<file path="config.mk">
export PLATFORM = sky130hd
export DESIGN_NAME = ahb_master_if_flat
export DESIGN_NICKNAME = d
export VERILOG_FILES = /design/src/rtl/mcse_ahb_pkg.sv /design/src/rtl/ahb_master_if_if.sv /design/src/rtl/ahb_payload_slicer.sv /design/src/rtl/ahb_master_if.sv /design/src/flat_wrapper.sv
export SDC_FILE = /design/constraint.sdc
export NUM_CORES = 1
export LEC_CHECK = 0
export CAP_MARGIN = 15
export CORE_MARGIN = 5
export CORE_UTILIZATION = 51
export DETAILED_ROUTE_END_ITERATION = 8
export MAX_ROUTING_LAYER = met4
export PLACE_DENSITY = 0.86
export SETUP_SLACK_MARGIN = 0.3
export SLEW_MARGIN = 20
export SYNTH_ARGS = -nofsm -noshare
export SYNTH_HDL_FRONTEND = slang
export SYNTH_SLANG_ARGS = --single-unit
</file>
<file path="constraint.sdc">
create_clock -name clk -period 6.7 [get_ports clk]
set_input_delay 1.675 -clock clk [delete_from_list [all_inputs] [get_ports clk]]
set_output_delay 1.675 -clock clk [all_outputs]
set_load 0.01 [all_outputs]
</file>
<file path="src/rtl/mcse_ahb_pkg.sv">
// Shared AHB-Lite encodings and FSM state type for the boot-control AHB master.
package mcse_ahb_pkg;

   localparam logic [1:0] HTRANS_IDLE   = 2'b00;
   localparam logic [1:0] HTRANS_NONSEQ = 2'b10;
   localparam logic [2:0] HBURST_SINGLE = 3'b000;

   typedef enum logic [2:0] {
      ST_IDLE,
      ST_ADDR,
      ST_PIPE,
      ST_LAST,
      ST_ERR
   } state_t;

   function automatic logic [2:0] hsize_enc(input int data_w);
      return 3'($clog2(data_w / 8));
   endfunction

endpackage

</file>
<file path="src/rtl/ahb_master_if_if.sv">
// AHB-Lite signal bundle between the boot-control master and its slave.
interface ahb_bus_if #(
   parameter int AW = 32,
   parameter int DW = 32
) ();

   logic [AW-1:0] HADDR;
   logic          HWRITE;
   logic [1:0]    HTRANS;
   logic [2:0]    HSIZE;
   logic [2:0]    HBURST;
   logic [DW-1:0] HWDATA;
   logic [DW-1:0] HRDATA;
   logic          HREADY;
   logic          HRESP;

   modport master (
      output HADDR, HWRITE, HTRANS, HSIZE, HBURST, HWDATA,
      input  HRDATA, HREADY, HRESP
   );

   modport slave (
      input  HADDR, HWRITE, HTRANS, HSIZE, HBURST, HWDATA,
      output HRDATA, HREADY, HRESP
   );

endinterface

</file>
<file path="src/rtl/ahb_payload_slicer.sv">
// Picks the write beat out of the payload and merges a read beat into it.
module ahb_payload_slicer
   import mcse_ahb_pkg::*;
#(
   parameter int DW = 32,
   parameter int PW = 128,
   parameter int IW = 3
) (
   input  logic [IW-1:0] beat_idx,
   input  logic [PW-1:0] wdata,
   input  logic [PW-1:0] rdata,
   input  logic [DW-1:0] hrdata,
   output logic [DW-1:0] wbeat,
   output logic [PW-1:0] rdata_ins
);

   localparam int NB = PW / DW;

   always_comb begin
      wbeat     = '0;
      rdata_ins = rdata;
      for (int k = 0; k < NB; k++) begin
         if (beat_idx == IW'(k)) begin
            wbeat                  = wdata[k*DW +: DW];
            rdata_ins[k*DW +: DW]  = hrdata;
         end
      end
   end

endmodule

</file>
<file path="src/rtl/ahb_master_if.sv">
// Runs one payload read/write as pipelined AHB-Lite SINGLE beats per I_go.
// Optional HREADY-low timeout enabled by defining MCSE_AHB_TIMEOUT_EN.
`ifndef AHB_DATA_WIDTH_BITS
`define AHB_DATA_WIDTH_BITS 32
`endif
`ifndef IPID_WIDTH
`define IPID_WIDTH 128
`endif

module ahb_master_if
   import mcse_ahb_pkg::*;
#(
   parameter int pAHB_ADDR_WIDTH    = 32,
   parameter int pAHB_DATA_WIDTH    = `AHB_DATA_WIDTH_BITS,
   parameter int pPAYLOAD_SIZE_BITS = `IPID_WIDTH,
   parameter int pTIMEOUT_CYCLES    = 1024
) (
   input  logic                          clk,
   input  logic                          rst_n,
   input  logic                          I_go,
   input  logic [pAHB_ADDR_WIDTH-1:0]    I_int_addr,
   input  logic [pPAYLOAD_SIZE_BITS-1:0] I_int_wdata,
   input  logic                          I_int_write,
   output logic                          O_done,
   output logic [pPAYLOAD_SIZE_BITS-1:0] O_int_rdata,
   output logic                          O_int_rdata_valid,
   output logic                          O_err,
   ahb_bus_if.master                     bus
);

   localparam int AW  = pAHB_ADDR_WIDTH;
   localparam int D   = pAHB_DATA_WIDTH;
   localparam int P   = pPAYLOAD_SIZE_BITS;
   localparam int NB  = P / D;
   localparam int CW  = $clog2(NB + 1);
   localparam int BSH = $clog2(D / 8);
   localparam logic [AW-1:0] AMASK = ~AW'(D / 8 - 1);

   if ((D != 32 && D != 64) || (P % D) != 0 || NB < 1 || pTIMEOUT_CYCLES < 1) begin : g_param_err
      $error("ahb_master_if: unsupported parameter combination");
   end

   state_t          state_q, state_d;
   logic [AW-1:0]   base_q;
   logic            write_q;
   logic [P-1:0]    wdata_q, rdata_q, rdata_ins;
   logic [CW-1:0]   a_cnt_q, d_cnt_q;
   logic            done_q, valid_q, err_q;
   logic [D-1:0]    wbeat;
   logic [1:0]      htrans;
   logic            accept, a_adv, capture, fin_ok, fin_err;

`ifdef MCSE_AHB_TIMEOUT_EN
   localparam int TW = $clog2(pTIMEOUT_CYCLES + 1);
   logic [TW-1:0] to_cnt_q;
   logic          in_dphase, timeout;

   assign in_dphase = (state_q == ST_PIPE) || (state_q == ST_LAST) || (state_q == ST_ERR);
   assign timeout   = in_dphase && !bus.HREADY && (to_cnt_q == TW'(pTIMEOUT_CYCLES - 1));

   always_ff @(posedge clk or negedge rst_n) begin
      if (!rst_n)                                 to_cnt_q <= '0;
      else if (!in_dphase || bus.HREADY || timeout) to_cnt_q <= '0;
      else                                        to_cnt_q <= to_cnt_q + 1'b1;
   end
`endif

   always_ff @(posedge clk or negedge rst_n) begin
      if (!rst_n) state_q <= ST_IDLE;
      else        state_q <= state_d;
   end

   always_comb begin
      state_d = state_q;
      htrans  = HTRANS_IDLE;
      accept  = 1'b0;
      a_adv   = 1'b0;
      capture = 1'b0;
      fin_ok  = 1'b0;
      fin_err = 1'b0;
      case (state_q)
         ST_IDLE: begin
            if (I_go) begin
               accept  = 1'b1;
               state_d = ST_ADDR;
            end
         end
         ST_ADDR: begin
            htrans = HTRANS_NONSEQ;
            if (bus.HREADY) begin
               a_adv   = 1'b1;
               state_d = (NB == 1) ? ST_LAST : ST_PIPE;
            end
         end
         ST_PIPE: begin
            // An error in the overlapping data phase cancels the pending address at once
            if (bus.HRESP) begin
               state_d = ST_ERR;
            end else begin
               htrans = HTRANS_NONSEQ;
               if (bus.HREADY) begin
                  capture = 1'b1;
                  a_adv   = 1'b1;
                  if (a_cnt_q == CW'(NB - 1)) state_d = ST_LAST;
               end
            end
         end
         ST_LAST: begin
            if (bus.HRESP) begin
               state_d = ST_ERR;
            end else if (bus.HREADY) begin
               capture = 1'b1;
               fin_ok  = 1'b1;
               state_d = ST_IDLE;
            end
         end
         ST_ERR: begin
            if (bus.HREADY) begin
               fin_err = 1'b1;
               state_d = ST_IDLE;
            end
         end
         default: state_d = ST_IDLE;
      endcase
`ifdef MCSE_AHB_TIMEOUT_EN
      if (timeout) begin
         htrans  = HTRANS_IDLE;
         capture = 1'b0;
         a_adv   = 1'b0;
         fin_ok  = 1'b0;
         fin_err = 1'b1;
         state_d = ST_IDLE;
      end
`endif
   end

   always_ff @(posedge clk or negedge rst_n) begin
      if (!rst_n) begin
         base_q  <= '0;
         write_q <= 1'b0;
         wdata_q <= '0;
         rdata_q <= '0;
         a_cnt_q <= '0;
         d_cnt_q <= '0;
         done_q  <= 1'b0;
         valid_q <= 1'b0;
         err_q   <= 1'b0;
      end else begin
         done_q <= fin_ok | fin_err;
         if (accept) begin
            base_q  <= I_int_addr & AMASK;
            write_q <= I_int_write;
            wdata_q <= I_int_wdata;
            a_cnt_q <= '0;
            d_cnt_q <= '0;
            valid_q <= 1'b0;
            err_q   <= 1'b0;
         end
         // The beat whose address was just accepted becomes the next data-phase beat
         if (a_adv) begin
            a_cnt_q <= a_cnt_q + 1'b1;
            d_cnt_q <= a_cnt_q;
         end
         if (capture && !write_q) rdata_q <= rdata_ins;
         if (fin_ok)              valid_q <= !write_q;
         if (fin_err)             err_q   <= 1'b1;
      end
   end

   ahb_payload_slicer #(
      .DW (D),
      .PW (P),
      .IW (CW)
   ) u_slicer (
      .beat_idx  (d_cnt_q),
      .wdata     (wdata_q),
      .rdata     (rdata_q),
      .hrdata    (bus.HRDATA),
      .wbeat     (wbeat),
      .rdata_ins (rdata_ins)
   );

   assign bus.HTRANS = htrans;
   assign bus.HSIZE  = hsize_enc(D);
   assign bus.HBURST = HBURST_SINGLE;
   assign bus.HADDR  = (state_q == ST_ADDR || state_q == ST_PIPE) ?
                       base_q + (AW'(a_cnt_q) << BSH) : '0;
   assign bus.HWRITE = (state_q == ST_ADDR || state_q == ST_PIPE) && write_q;
   assign bus.HWDATA = ((state_q == ST_PIPE || state_q == ST_LAST) && write_q) ? wbeat : '0;

   assign O_done            = done_q;
   assign O_int_rdata       = rdata_q;
   assign O_int_rdata_valid = valid_q;
   assign O_err             = err_q;

endmodule

</file>
<file path="src/flat_wrapper.sv">
// flat-port wrapper written by rule: the top's interface ports become plain ports
module ahb_master_if_flat import mcse_ahb_pkg::*;
#(
   parameter int pAHB_ADDR_WIDTH    = 32,
   parameter int pAHB_DATA_WIDTH    = `AHB_DATA_WIDTH_BITS,
   parameter int pPAYLOAD_SIZE_BITS = `IPID_WIDTH,
   parameter int pTIMEOUT_CYCLES    = 1024
)
  (clk, rst_n, I_go, I_int_addr, I_int_wdata, I_int_write, O_done, O_int_rdata, O_int_rdata_valid, O_err, bus_HADDR, bus_HWRITE, bus_HTRANS, bus_HSIZE, bus_HBURST, bus_HWDATA, bus_HRDATA, bus_HREADY, bus_HRESP);
  ahb_bus_if #(.AW((32)), .DW((32))) bus_i ();
  input  logic clk;
  input  logic rst_n;
  input  logic I_go;
  input  logic [pAHB_ADDR_WIDTH-1:0] I_int_addr;
  input  logic [pPAYLOAD_SIZE_BITS-1:0] I_int_wdata;
  input  logic I_int_write;
  output logic O_done;
  output logic [pPAYLOAD_SIZE_BITS-1:0] O_int_rdata;
  output logic O_int_rdata_valid;
  output logic O_err;
  output wire logic [$bits(bus_i.HADDR)-1:0] bus_HADDR;
  output wire logic [$bits(bus_i.HWRITE)-1:0] bus_HWRITE;
  output wire logic [$bits(bus_i.HTRANS)-1:0] bus_HTRANS;
  output wire logic [$bits(bus_i.HSIZE)-1:0] bus_HSIZE;
  output wire logic [$bits(bus_i.HBURST)-1:0] bus_HBURST;
  output wire logic [$bits(bus_i.HWDATA)-1:0] bus_HWDATA;
  input wire logic [$bits(bus_i.HRDATA)-1:0] bus_HRDATA;
  input wire logic [$bits(bus_i.HREADY)-1:0] bus_HREADY;
  input wire logic [$bits(bus_i.HRESP)-1:0] bus_HRESP;
  assign bus_HADDR = bus_i.HADDR;
  assign bus_HWRITE = bus_i.HWRITE;
  assign bus_HTRANS = bus_i.HTRANS;
  assign bus_HSIZE = bus_i.HSIZE;
  assign bus_HBURST = bus_i.HBURST;
  assign bus_HWDATA = bus_i.HWDATA;
  assign bus_i.HRDATA = bus_HRDATA;
  assign bus_i.HREADY = bus_HREADY;
  assign bus_i.HRESP = bus_HRESP;
  ahb_master_if #(.pAHB_ADDR_WIDTH(pAHB_ADDR_WIDTH), .pAHB_DATA_WIDTH(pAHB_DATA_WIDTH), .pPAYLOAD_SIZE_BITS(pPAYLOAD_SIZE_BITS), .pTIMEOUT_CYCLES(pTIMEOUT_CYCLES)) u_core (.clk(clk), .rst_n(rst_n), .I_go(I_go), .I_int_addr(I_int_addr), .I_int_wdata(I_int_wdata), .I_int_write(I_int_write), .O_done(O_done), .O_int_rdata(O_int_rdata), .O_int_rdata_valid(O_int_rdata_valid), .O_err(O_err), .bus(bus_i));
endmodule
</file>
==> results of run 1 <==
==> cell type report <==
cell class	instances	area, sq um
diodes	3	7.51
multi-input cells	913	5460
well taps	335	419
repair buffers	402	4040
fillers	1771	7410
clock inverters	13	179
flip-flops and latches	299	7480
inverters	11	41.3
clock buffers	41	873
==> sequential cells by signal, indices dropped and copies added (netlist names) <==
signal and flops:
u_core.O_int_rdata 128, u_core.wdata_q 128, u_core.base_q 30, u_core.a_cnt_q 3, u_core.d_cnt_q 3, u_core.state_q 3
u_core.O_done 1, u_core.O_err 1, u_core.O_int_rdata_valid 1, u_core.write_q 1
==> stage by stage <==
step | instances | instance area (sq um) | total power [uW] | setup slack (ns)
detailed placement | 1960 | 17400 | 6580 | 1.58
floorplan | 1311 | 13400 | 4990 | 2.63
global route | 2017 | 18500 | 8850 | 1.25
finish | 2017 | 18500 | 8320 | 1.45
CTS | 2014 | 18500 | 8370 | 1.25
global placement | 1960 | 17400 | 6420 | 1.60
==> worst max-delay path by stage <==
stage                    end  slack [ns]
2_1_floorplan  bus_HTRANS[1]        2.63
3_3_place_gp   bus_HTRANS[1]        1.60
3_5_place_dp   bus_HTRANS[1]        1.58
4_1_cts        bus_HADDR[30]        1.25
5_1_grt        bus_HADDR[30]        1.25
6_report       bus_HADDR[30]        1.45
==> power breakdown <==
part	switching [uW]	internal (uW)	leakage, uW
Combinational	1680	1770	0.00428
Sequential	517	2580	0.00385
Clock	701	1070	0.000519
Total	2900	5420	0.00865
==> tightest hold or removal path: cells and delay by family (launching register included) <==
kind | cells | cell delay (ns)
flip-flops | 1 | 0.34
AND/OR/NAND/NOR | 2 | 0.10
==> cells in the final DEF, fill, tap and decap left out, drive strengths merged, types with 13 or more instances in the layout <==
cell / netlist / final
a21oi: 24 / 24
buf: 33 / 13
clkbuf: 55 / 41
clkdlybuf4s50: 0 / 389
dfrtp: 299 / 299
inv: 11 / 13
mux2: 191 / 191
nand2: 488 / 488
nor2: 47 / 47
o22ai: 31 / 31
o31ai: 13 / 13
or4: 15 / 15
==> cells by family after synthesis <==
group           Yosys count  synth area share
simple gates            603             0.185
flops                   299             0.560
mux                     199             0.168
buf+inv                  99            0.0341
compound gates           89            0.0410
xor+xnor                  7           0.00459
fa+ha+maj                 6           0.00618
other cells               2          0.000562
==> routing by layer <==
| layer | vias up | GRT usage |
|---|---|---|
| li1 | 5019 | - |
| met1 | 5183 | 0.305 |
| met2 | 428 | 0.413 |
| met3 | 82 | 0.0584 |
| met4 | 0 | 0.0834 |
| met5 | - | - |
==> impl_results.rst, run 1 <==
.. list-table::
   :header-rows: 1

   * - Metric
     - Value
   * - Critical path launch point
     - u_core.a_cnt_q[0]
   * - Hold Crit Start
     - u_core.wdata_q[109]
   * - Worst-Margin Slew
     - 0.940 ns
   * - GR Overflow Total
     - 0
   * - Master cell of the clock root buffer
     - clkbuf_16
   * - Worst reg2reg setup slack
     - between 4 and 5 ns
   * - Number of pins exceeding their max-slew limit in the final report
     - 0
   * - Clock Latency Late Sink
     - 0.55 ns
   * - Critical path capture point type
     - output pin
   * - First-pass GRT wire length
     - between 50000 and 60000 microns
   * - Crit start category
     - flop
   * - Deepest level of the CTS H-tree
     - 1
   * - Wirelength, routed
     - 37500 microns
   * - Worst min-delay path category
     - flop to flop
   * - Number of top-level pins
     - 402
   * - Layout Area Growth over Synthesis
     - 38.5%
   * - Share of the clock period used by the worst path
     - 0.784
   * - Instance count on the critical path
     - 8
   * - TritonRoute pass-1 iters
     - 5
   * - CTS Hold Buffers Added
     - 0
   * - Ranking of synthesized cells by instance count
     - nand2_1, dfrtp_1, mux2_2
   * - Total routing usage reported by global routing
     - 0.250
   * - Number of buffers inserted during clock tree synthesis
     - 31
   * - Most common cell in the netlist
     - nand2_1
   * - Via count of the first global-routing pass
     - around 11k
   * - Buffer count from post-CTS setup fixing
     - 0
   * - Port Buf Inserts
     - ~400
   * - Overall die height
     - about 170 microns
   * - Effective utilization at floorplan
     - 0.516
   * - Final sum of negative setup slack
     - 0 ns
   * - Detail-routed net length per standard cell
     - ~19 microns
   * - Post-cts resize count
     - 0
   * - Die width
     - about 170 microns
   * - Slowest stage delay, CP
     - roughly 0.57 ns
   * - Worst Path Max Fanout
     - 11
   * - Maximum clock rate
     - 190 MHz
   * - Most used flip-flop cell after synthesis
     - dfrtp_1
   * - TritonCTS clock tree
     - built
   * - Total number of nets in the final design
     - between 1.5k and 2k
   * - Number of antenna violations at the first check in global routing
     - 3
   * - Number of cell rows
     - roughly 60
   * - R2r endpoint
     - u_core.O_int_rdata[12]
   * - Sequential-to-total area share from yosys stat
     - 0.560
   * - Library cell contributing the largest single delay on the critical path
     - clkdlybuf4s50_1
   * - Cells along the critical path
     - ha_1, inv_1, fa_1, nor2b_1, o21ai_1, or4_1, a21oi_1, clkdlybuf4s50_1
   * - Final Hold Fails
     - 0
   * - Crit path buf inv count
     - 2
   * - Gp weighted congestion
     - approximately 0.9
   * - Critical path class
     - flop to output pin
   * - Arrival time reported for the critical path endpoint
     - roughly 3.6 ns
   * - Number of sinks driven by the clock tree
     - ~300
   * - Setup skew after layout
     - ~0.019 ns
   * - Mean instance size in the synthesized netlist
     - 10.2 sq um
   * - Netlist cell types
     - 50
   * - Uppermost metal layer occupied by signal nets
     - met4
   * - Async set or reset register ratio after synthesis
     - 1.00
   * - Setup repair after global routing missed its margin
     - false
   * - Sum of met3 wire segment lengths after detailed routing
     - 3370 microns
   * - Pleak
     - between 0.008 and 0.009 uW
   * - Fraction of post-synthesis cell area in the top cell type by area
     - 0.560
   * - Power per standard cell area
     - about 450 nW/um^2
   * - Wire length on met2
     - 18400 microns
   * - Antenna Nets Post-Route
     - 0
   * - Synth top area cells
     - dfrtp_1, mux2_2, nand2_1
   * - Hold Path End
     - u_core.wdata_q[109]
   * - Outcome
     - finished, final reports clean
   * - M1 WL
     - 14500 microns
   * - Cell taking the most area after synthesis
     - dfrtp_1
   * - Register bit count reported by yosys
     - 299
   * - EDFF count, synth
     - 0
   * - Cell count after synthesis
     - between 1k and 1.5k
   * - Normalized max-slew margin
     - 0.373
   * - Endpoint required time on the critical path
     - ~5 ns
   * - Number of vias after detailed routing
     - 10.7k
   * - Total die area
     - between 20000 and 30000 sq um
   * - Post-Synthesis Cell Area
     - between 10000 and 15000 sq um
   * - Reported max-cap violation count
     - 0
   * - Worst flop-to-flop path startpoint
     - u_core.state_q[2]
   * - Clock input transition at the sequential cells of the worst setup and hold paths
     - ~0.06 ns
   * - DRC violation count after routing
     - 0
   * - Cell count of the worst hold path
     - 2
   * - Warnings, synthesis
     - 0
   * - Hold WS
     - approximately 0.47 ns
   * - CTS max path bufs
     - 3
   * - First-iteration detailed-routing DRC count
     - roughly 770
   * - Largest net degree at the start of global routing
     - between 150 and 200
   * - Register-to-Register Path Depth
     - 5
   * - Number of setup violations in the final report
     - 0
   * - VDD IR-drop max
     - between 0.0003 and 0.0004 V
   * - End-of-flow core utilization
     - 0.714
   * - Dominant delay contributor by cell family on the critical path
     - simple AND/OR/NAND/NOR gates
   * - Drt via density
     - approximately 5.3
   * - Placed wire-length estimate
     - ~26000 microns
   * - Core area
     - between 20000 and 30000 sq um
   * - Fraction of layout cells with a size suffix above 1
     - 0.157
   * - Final critical-path required period
     - 5.25 ns
(Power assumes the default switching activity.)
==> inputs of run 2 (changes only) <==
--- a/config.mk
+++ b/config.mk
@@ -7,10 +7,10 @@
 export LEC_CHECK = 0
 export CAP_MARGIN = 15
 export CORE_MARGIN = 5
-export CORE_UTILIZATION = 51
+export CORE_UTILIZATION = 48
 export DETAILED_ROUTE_END_ITERATION = 8
 export MAX_ROUTING_LAYER = met4
-export PLACE_DENSITY = 0.86
+export PLACE_DENSITY = 0.81
 export SETUP_SLACK_MARGIN = 0.3
 export SLEW_MARGIN = 20
 export SYNTH_ARGS = -nofsm -noshare
==> constraint.sdc (replaced) <==
create_clock -name clk -period 4.9 [get_ports clk]
set_input_delay 1.225 -clock clk [delete_from_list [all_inputs] [get_ports clk]]
set_output_delay 1.225 -clock clk [all_outputs]
set_load 0.01 [all_outputs]
==> run 2 against run 1 <==
Compared with the run above:
- power up 36%
- largest cell class unchanged
- critical endpoint is now bus_HADDR[24]
- clock skew shrank 0.011 ns
- clock-buffer cell count down 2
- critical path depth grew 1
- wire length about the same
==> impl_results.rst, run 2 (synthesis results as in run 1) <==
.. list-table::
   :header-rows: 1

   * - Metric
     - Value
   * - TritonRoute pass-1 iters
     - 5 (unchanged)
   * - Hold WS
     - 0.467 ns (-0.00311 ns)
   * - Sum of met3 wire segment lengths after detailed routing
     - 2800 microns (-17%)
   * - Worst reg2reg setup slack
     - 2.23 ns (-2.02 ns)
   * - Leading cell types in the layout, fill and taps excluded
     - nand2_1, clkdlybuf4s50_1, dfrtp_1
   * - M1 WL
     - 15200 microns (+4.7%)
   * - Combined area of the multi-input logic cells
     - 5470 sq um (+0.16%)
   * - Layout Area Growth over Synthesis
     - 39.5%
   * - Layout filler cell count
     - 2143 (+21%)
   * - GR Overflow Total
     - 0 (unchanged)
   * - Core area
     - 27600 sq um (+6.6%)
   * - Clock input transition at the sequential cells of the worst setup and hold paths
     - 0.06 ns (about the same)
   * - Cell count of the worst hold path
     - 2 (unchanged)
   * - Dominant delay contributor by cell family on the critical path
     - buffers and inverters
   * - Clock Latency Late Sink
     - 0.54 ns (about the same)
   * - Number of pins exceeding their max-slew limit in the final report
     - 0 (unchanged)
   * - Number of cell rows
     - 61 (+3.4%)
   * - Via count of the first global-routing pass
     - 11.1k (+1.5%)
   * - Power per standard cell area
     - 609 nW/um^2 (+35%)
   * - Outcome
     - finished, final reports clean
   * - Number of antenna violations at the first check in global routing
     - 2 (-1)
   * - Critical path capture point type
     - output pin
   * - Final sum of negative setup slack
     - 0 ns (unchanged)
   * - Worst-Margin Slew
     - 0.713 ns (-0.227 ns)
   * - First-pass GRT wire length
     - 59000 microns (+2.7%)
   * - Fraction of layout cells with a size suffix above 1
     - 0.163 (+0.00658)
   * - Antenna Nets Post-Route
     - 0 (unchanged)
   * - Crit path buf inv count
     - 3 (+1)
   * - Normalized max-slew margin
     - 0.525 (+0.152)
   * - Reported max-cap violation count
     - 0 (unchanged)
   * - Total number of nets in the final design
     - 1874 (+0.64%)
   * - Cells along the critical path
     - ha_1, inv_1, fa_1, nor2b_4, o21ai_0, buf_4, or4_1, a21oi_1, clkdlybuf4s50_1
   * - Wire length on met2
     - 18500 microns (+0.37%)
   * - Share of the clock period used by the worst path
     - 0.907
   * - Arrival time reported for the critical path endpoint
     - 3.22 ns (-0.36 ns)
   * - Total die area
     - 31300 sq um (+5.9%)
   * - Port Buf Inserts
     - 390 (unchanged)
   * - Instance count on the critical path
     - 9 (+1)
   * - Library cell contributing the largest single delay on the critical path
     - clkdlybuf4s50_1
   * - Overall die height
     - 177 microns (+2.9%)
   * - Effective utilization at floorplan
     - 0.483 (-0.0321)
   * - Number of buffers inserted during clock tree synthesis
     - 31 (unchanged)
   * - TritonCTS clock tree
     - built
   * - Number of sinks driven by the clock tree
     - 299 (unchanged)
   * - Die width
     - 177 microns (+2.9%)
   * - Worst Path Max Fanout
     - 11 (unchanged)
   * - Placed wire-length estimate
     - 26200 microns (+0.88%)
   * - Total routing usage reported by global routing
     - 0.239 (-0.0108)
   * - Slowest stage delay, CP
     - 0.57 ns (about the same)
   * - Drt via density
     - 5.19 (-2.4%)
   * - Maximum clock rate
     - approximately 220 MHz
   * - R2r endpoint
     - u_core.O_int_rdata[20]
   * - Gp weighted congestion
     - 0.864 (-2.7%)
   * - VDD IR-drop max
     - 0.000310 V (-1.1%)
   * - Critical Path End
     - bus_HADDR[24]
   * - Master cell of the clock root buffer
     - clkbuf_16
   * - Deepest level of the CTS H-tree
     - 1 (unchanged)
   * - Pleak
     - 0.00872 uW (+0.78%)
   * - CTS max path bufs
     - 3 (unchanged)
   * - Endpoint required time on the critical path
     - 3.67 ns (-1.36 ns)
   * - Final Hold Fails
     - 0 (unchanged)
   * - Number of top-level pins
     - 402 (unchanged)
   * - DRC violation count after routing
     - 0 (unchanged)
   * - Uppermost metal layer occupied by signal nets
     - met4
   * - Register-to-Register Path Depth
     - 5 (unchanged)
   * - Worst min-delay path category
     - flop to flop
   * - Sequential cell area
     - 7480 sq um (unchanged)
   * - Critical path class
     - flop to output pin
   * - Largest net degree at the start of global routing
     - 104 (-34%)
   * - CTS Hold Buffers Added
     - 0 (unchanged)
   * - Final critical-path required period
     - 4.45 ns
   * - Setup skew after layout
     - 0.00725 ns (-0.0114 ns)
   * - Number of setup violations in the final report
     - 0 (unchanged)
   * - Detail-routed net length per standard cell
     - 18.1 microns (-2.7%)
   * - Most common library cell in the layout ignoring fill and taps
     - nand2_1
   * - Number of vias after detailed routing
     - 10.7k (+0.25%)
   * - Critical path launch point
     - u_core.a_cnt_q[0]
   * - Crit start category
     - flop
   * - Setup repair after global routing missed its margin
     - false
   * - First-iteration detailed-routing DRC count
     - 503 (-35%)
   * - Worst flop-to-flop path startpoint
     - u_core.state_q[1]
   * - Wirelength, routed
     - 37500 microns (about the same)
==> run 2: cell count changes in the layout (fill, tap and decap cells not counted), sizes merged <==
cell	before	now
buf	13	25
bufinv	4	3
clkbuf	41	39
clkdlybuf4s50	389	388
clkinv	6	10
diode	3	2
dlymetal6s2s	0	1
inv	13	12
==> run 2: power breakdown <==
part           internal, uW  switching [uW]
logic                  2490            2310
clock network          1360             939
registers              3530             726
==> run 2: metrics by stage <==
stage          cell area, sq um  setup slack, ns  total power (uW)  std cells  utilization
3_5_place_dp              17600            0.692              9050       2010        0.637
6_report                  18600            0.454             11300       2071        0.674
3_3_place_gp              17600            0.690              8860       2010        0.637
4_1_cts                   18600            0.318             11400       2065        0.673
2_1_floorplan             13400             1.44              6820       1311            -
5_1_grt                   18600            0.295             12100       2071        0.674
==> run 2: worst min-delay path by stage <==
stage                                     end                 from  slack (ns)
after global placement     u_core.wdata_q[61]   u_core.wdata_q[61]        0.45
final                      u_core.wdata_q[47]   u_core.wdata_q[47]        0.47
after floorplan           u_core.wdata_q[100]  u_core.wdata_q[100]        0.44
after detailed placement   u_core.wdata_q[60]   u_core.wdata_q[60]        0.46
after global routing      u_core.wdata_q[110]  u_core.wdata_q[110]        0.49
after CTS                  u_core.wdata_q[47]   u_core.wdata_q[47]        0.47
==> run 2: area by class of cell <==
class / count / area share
flip-flops and latches: 299 / 0.402
clock inverters: 15 / 0.00839
well taps: 378 / 0.0254
clock buffers: 39 / 0.0449
diodes: 2 / 0.000269
repair buffers: 414 / 0.224
multi-input cells: 913 / 0.294
inverters: 11 / 0.00222
==> run 2: repair_timing <==
item	in CTS	in global routing
gates resized for setup	1	2
endpoints found under the setup margin	7	9
pin swaps	0	1
cloned	0	0
setup buffers	1	3
==> run 2: layer usage <==
| metal | vias up | track usage |
|---|---|---|
| li1 | 5048 | - |
| met1 | 5224 | 0.298 |
| met2 | 400 | 0.401 |
| met3 | 67 | 0.0519 |
| met4 | 0 | 0.0590 |
| met5 | - | - |
==> run 2: worst reg2reg max path: stages (launching register included) <==
cell	delay (ns)
dfrtp_1	0.53
or3b_4	0.46
nor4_1	0.33
and2_2	0.56
buf_4	0.30
mux2_2	0.37
==> inputs of run 3 (changes only) <==
--- a/config.mk
+++ b/config.mk
@@ -9,8 +9,9 @@
 export CORE_MARGIN = 5
 export CORE_UTILIZATION = 48
 export DETAILED_ROUTE_END_ITERATION = 8
+export HOLD_SLACK_MARGIN = 0.05
 export MAX_ROUTING_LAYER = met4
-export PLACE_DENSITY = 0.81
+export PLACE_DENSITY = 0.92
 export SETUP_SLACK_MARGIN = 0.3
 export SLEW_MARGIN = 20
 export SYNTH_ARGS = -nofsm -noshare
==> run 3 against run 2 <==
Compared with the run above:
- non-clock buffer count rose by 1
- highest routed layer unchanged
- cell count up 0.14%
- largest cell class unchanged
- global-route usage increased by 0.81 points
- sequential share of layout area decreased by 0.23 points
- via count is 2.7% higher
- critical endpoint is now bus_HADDR[14]
- core utilization grew 0.38 points
- power up 2.2%
- first-iteration DRC count is 44% higher
- worst setup slack worse by 0.067 ns
- wire length increased by 4.1%
- critical path depth is the same
- clock power up 8%
==> impl_results.rst, run 3 (synthesis results as in run 1) <==
.. list-table::
   :header-rows: 1

   * - Metric
     - Value
   * - Crit start category
     - flop
   * - Worst min-delay path category
     - flop to flop
   * - Clock Latency Late Sink
     - 0.55 ns (about the same)
   * - Hold Path End
     - u_core.wdata_q[96]
   * - Layout filler cell count
     - 1927 (-10%)
   * - Number of antenna violations at the first check in global routing
     - 3 (+1)
   * - Gp weighted congestion
     - 0.877 (+1.6%)
   * - Number of pins exceeding their max-slew limit in the final report
     - 0 (unchanged)
   * - Final Hold Fails
     - 0 (unchanged)
   * - Port Buf Inserts
     - 390 (unchanged)
   * - VDD IR-drop max
     - 0.000298 V (-3.8%)
   * - Largest net degree at the start of global routing
     - 109 (+4.8%)
   * - Most common library cell in the layout ignoring fill and taps
     - nand2_1
   * - Setup skew after layout
     - 0.00982 ns (+0.00257 ns)
   * - Setup repair after global routing missed its margin
     - false
   * - Reported max-cap violation count
     - 0 (unchanged)
   * - Detail-routed net length per standard cell
     - 18.8 microns (+3.9%)
   * - Total routing usage reported by global routing
     - 0.247 (+0.00808)
   * - First-iteration detailed-routing DRC count
     - 724 (+44%)
   * - Critical path capture point type
     - output pin
   * - Register-to-Register Path Depth
     - 4 (-1)
   * - Total number of nets in the final design
     - 1875 (+0.053%)
   * - Hold Crit Start
     - u_core.wdata_q[96]
   * - Overall die height
     - 177 microns (unchanged)
   * - Number of cell rows
     - 61 (unchanged)
   * - Effective utilization at floorplan
     - 0.483 (unchanged)
   * - Power per standard cell area
     - 619 nW/um^2 (+1.6%)
   * - Number of top-level pins
     - 402 (unchanged)
   * - GR Overflow Total
     - 0 (unchanged)
   * - Worst reg2reg setup slack
     - 2.39 ns (+0.16 ns)
   * - Maximum clock rate
     - 222 MHz (-1.5%)
   * - Antenna Nets Post-Route
     - 0 (unchanged)
   * - Drt via density
     - 5.32 (+2.5%)
   * - Number of sinks driven by the clock tree
     - 299 (unchanged)
   * - Wirelength, routed
     - 39000 microns (+4.1%)
   * - Placed wire-length estimate
     - 27300 microns (+3.9%)
   * - DRC violation count after routing
     - 0 (unchanged)
   * - Via count of the first global-routing pass
     - 11.4k (+2.6%)
   * - Pleak
     - 0.00876 uW (+0.48%)
   * - Fraction of layout cells with a size suffix above 1
     - 0.166 (+0.00276)
   * - Critical path class
     - flop to output pin
   * - Deepest level of the CTS H-tree
     - 1 (unchanged)
   * - Share of the clock period used by the worst path
     - 0.921 (+0.0137)
   * - Number of setup violations in the final report
     - 0 (unchanged)
   * - Arrival time reported for the critical path endpoint
     - 3.29 ns (+0.07 ns)
   * - Number of buffers inserted during clock tree synthesis
     - 31 (unchanged)
   * - CTS Hold Buffers Added
     - 0 (unchanged)
   * - Worst-Margin Slew
     - 0.986 ns (+0.273 ns)
   * - End-of-flow core utilization
     - 0.678 (+0.00380)
   * - Master cell of the clock root buffer
     - clkbuf_16
   * - Endpoint required time on the critical path
     - 3.67 ns (about the same)
   * - First-pass GRT wire length
     - 60500 microns (+2.6%)
   * - CTS max path bufs
     - 3 (unchanged)
   * - Final critical-path required period
     - 4.51 ns (+0.0673 ns)
   * - Normalized max-slew margin
     - 0.343 (-0.182)
   * - Layout Area Growth over Synthesis
     - 40.3%
   * - Outcome
     - finished, final reports clean
   * - Total die area
     - 31300 sq um (unchanged)
   * - TritonRoute pass-1 iters
     - 5 (unchanged)
   * - Leading cell types in the layout, fill and taps excluded
     - nand2_1, clkdlybuf4s50_1, dfrtp_1
   * - Final sum of negative setup slack
     - 0 ns (unchanged)
   * - Clock input transition at the sequential cells of the worst setup and hold paths
     - 0.06 ns (about the same)
   * - R2r endpoint
     - u_core.O_int_rdata[97]
   * - Number of vias after detailed routing
     - 11.0k (+2.7%)
   * - Worst Path Max Fanout
     - 6 (-5)
   * - Core area
     - 27600 sq um (unchanged)
   * - TritonCTS clock tree
     - built
   * - Worst flop-to-flop path startpoint
     - u_core.d_cnt_q[2]
   * - Cell count of the worst hold path
     - 2 (unchanged)
   * - Die width
     - 177 microns (unchanged)
## run 3: repair_timing
action / in CTS / in global routing
endpoints found under the setup margin: 10 / 10
setup buffers: 2 / 7
gates resized for setup: 4 / 2
pin swaps: 1 / 1
## run 3: final cells by class
class	instances	area, sq um	share of cell area
Clock inverter	15	221	0.0118
Antenna cell	3	7.51	0.000401
Sequential cell	299	7480	0.399
Multi-Input combinational cell	913	5480	0.293
Tap cell	378	473	0.0252
Clock buffer	40	870	0.0464
Inverter	11	41.3	0.00220
Timing Repair Buffer	415	4160	0.222
## run 3: layer usage
metal  vias up  wire length [microns]  global-route usage
met3        91                   2900              0.0485
met5         -                      0                   -
met1      5394                  15400               0.300
met4         0                   1370              0.0822
li1       5058                      -                   -
met2       482                  19400               0.418
## run 3: worst max-delay path, cell delays in order (launching register included)
cell and delay [ns]:
dfrtp_1 0.39, ha_1 0.21, inv_1 0.07, fa_1 0.42
nor2b_4 0.19, o211ai_1 0.22, buf_4 0.23, or3_1 0.30
a21oi_1 0.15, clkdlybuf4s50_1 0.56
## run 3: how the worst max path moves through the flow
stage | startpoint | depth (start not counted) | end
2_1_floorplan | u_core.a_cnt_q[0] | 8 | bus_HADDR[24]
3_3_place_gp | u_core.a_cnt_q[0] | 8 | bus_HADDR[30]
3_5_place_dp | u_core.a_cnt_q[0] | 8 | bus_HADDR[30]
4_1_cts | u_core.a_cnt_q[0] | 8 | bus_HADDR[20]
5_1_grt | u_core.a_cnt_q[0] | 9 | bus_HADDR[14]
6_report | u_core.a_cnt_q[0] | 9 | bus_HADDR[14]
## run 3: per-stage QoR
stage          setup WS [ns]  hold slack, ns  total power (uW)  std cells  instance area [sq um]
2_1_floorplan           1.44           0.440              6820       1311                  13400
3_3_place_gp           0.580           0.451              8800       2007                  17600
3_5_place_dp           0.449           0.458              9080       2007                  17600
4_1_cts                0.350           0.474             11600       2064                  18700
5_1_grt                0.260           0.485             12300       2074                  18700
6_report               0.387           0.471             11600       2074                  18700
## run 3: report_power, final
part / switching (uW) / total (uW) / leakage [uW] / internal, uW
Clock: 970 / 2480 / 0.000537 / 1510
Sequential: 761 / 4290 / 0.00385 / 3530
Combinational: 2350 / 4830 / 0.00437 / 2480
Total: 4080 / 11600 / 0.00876 / 7520
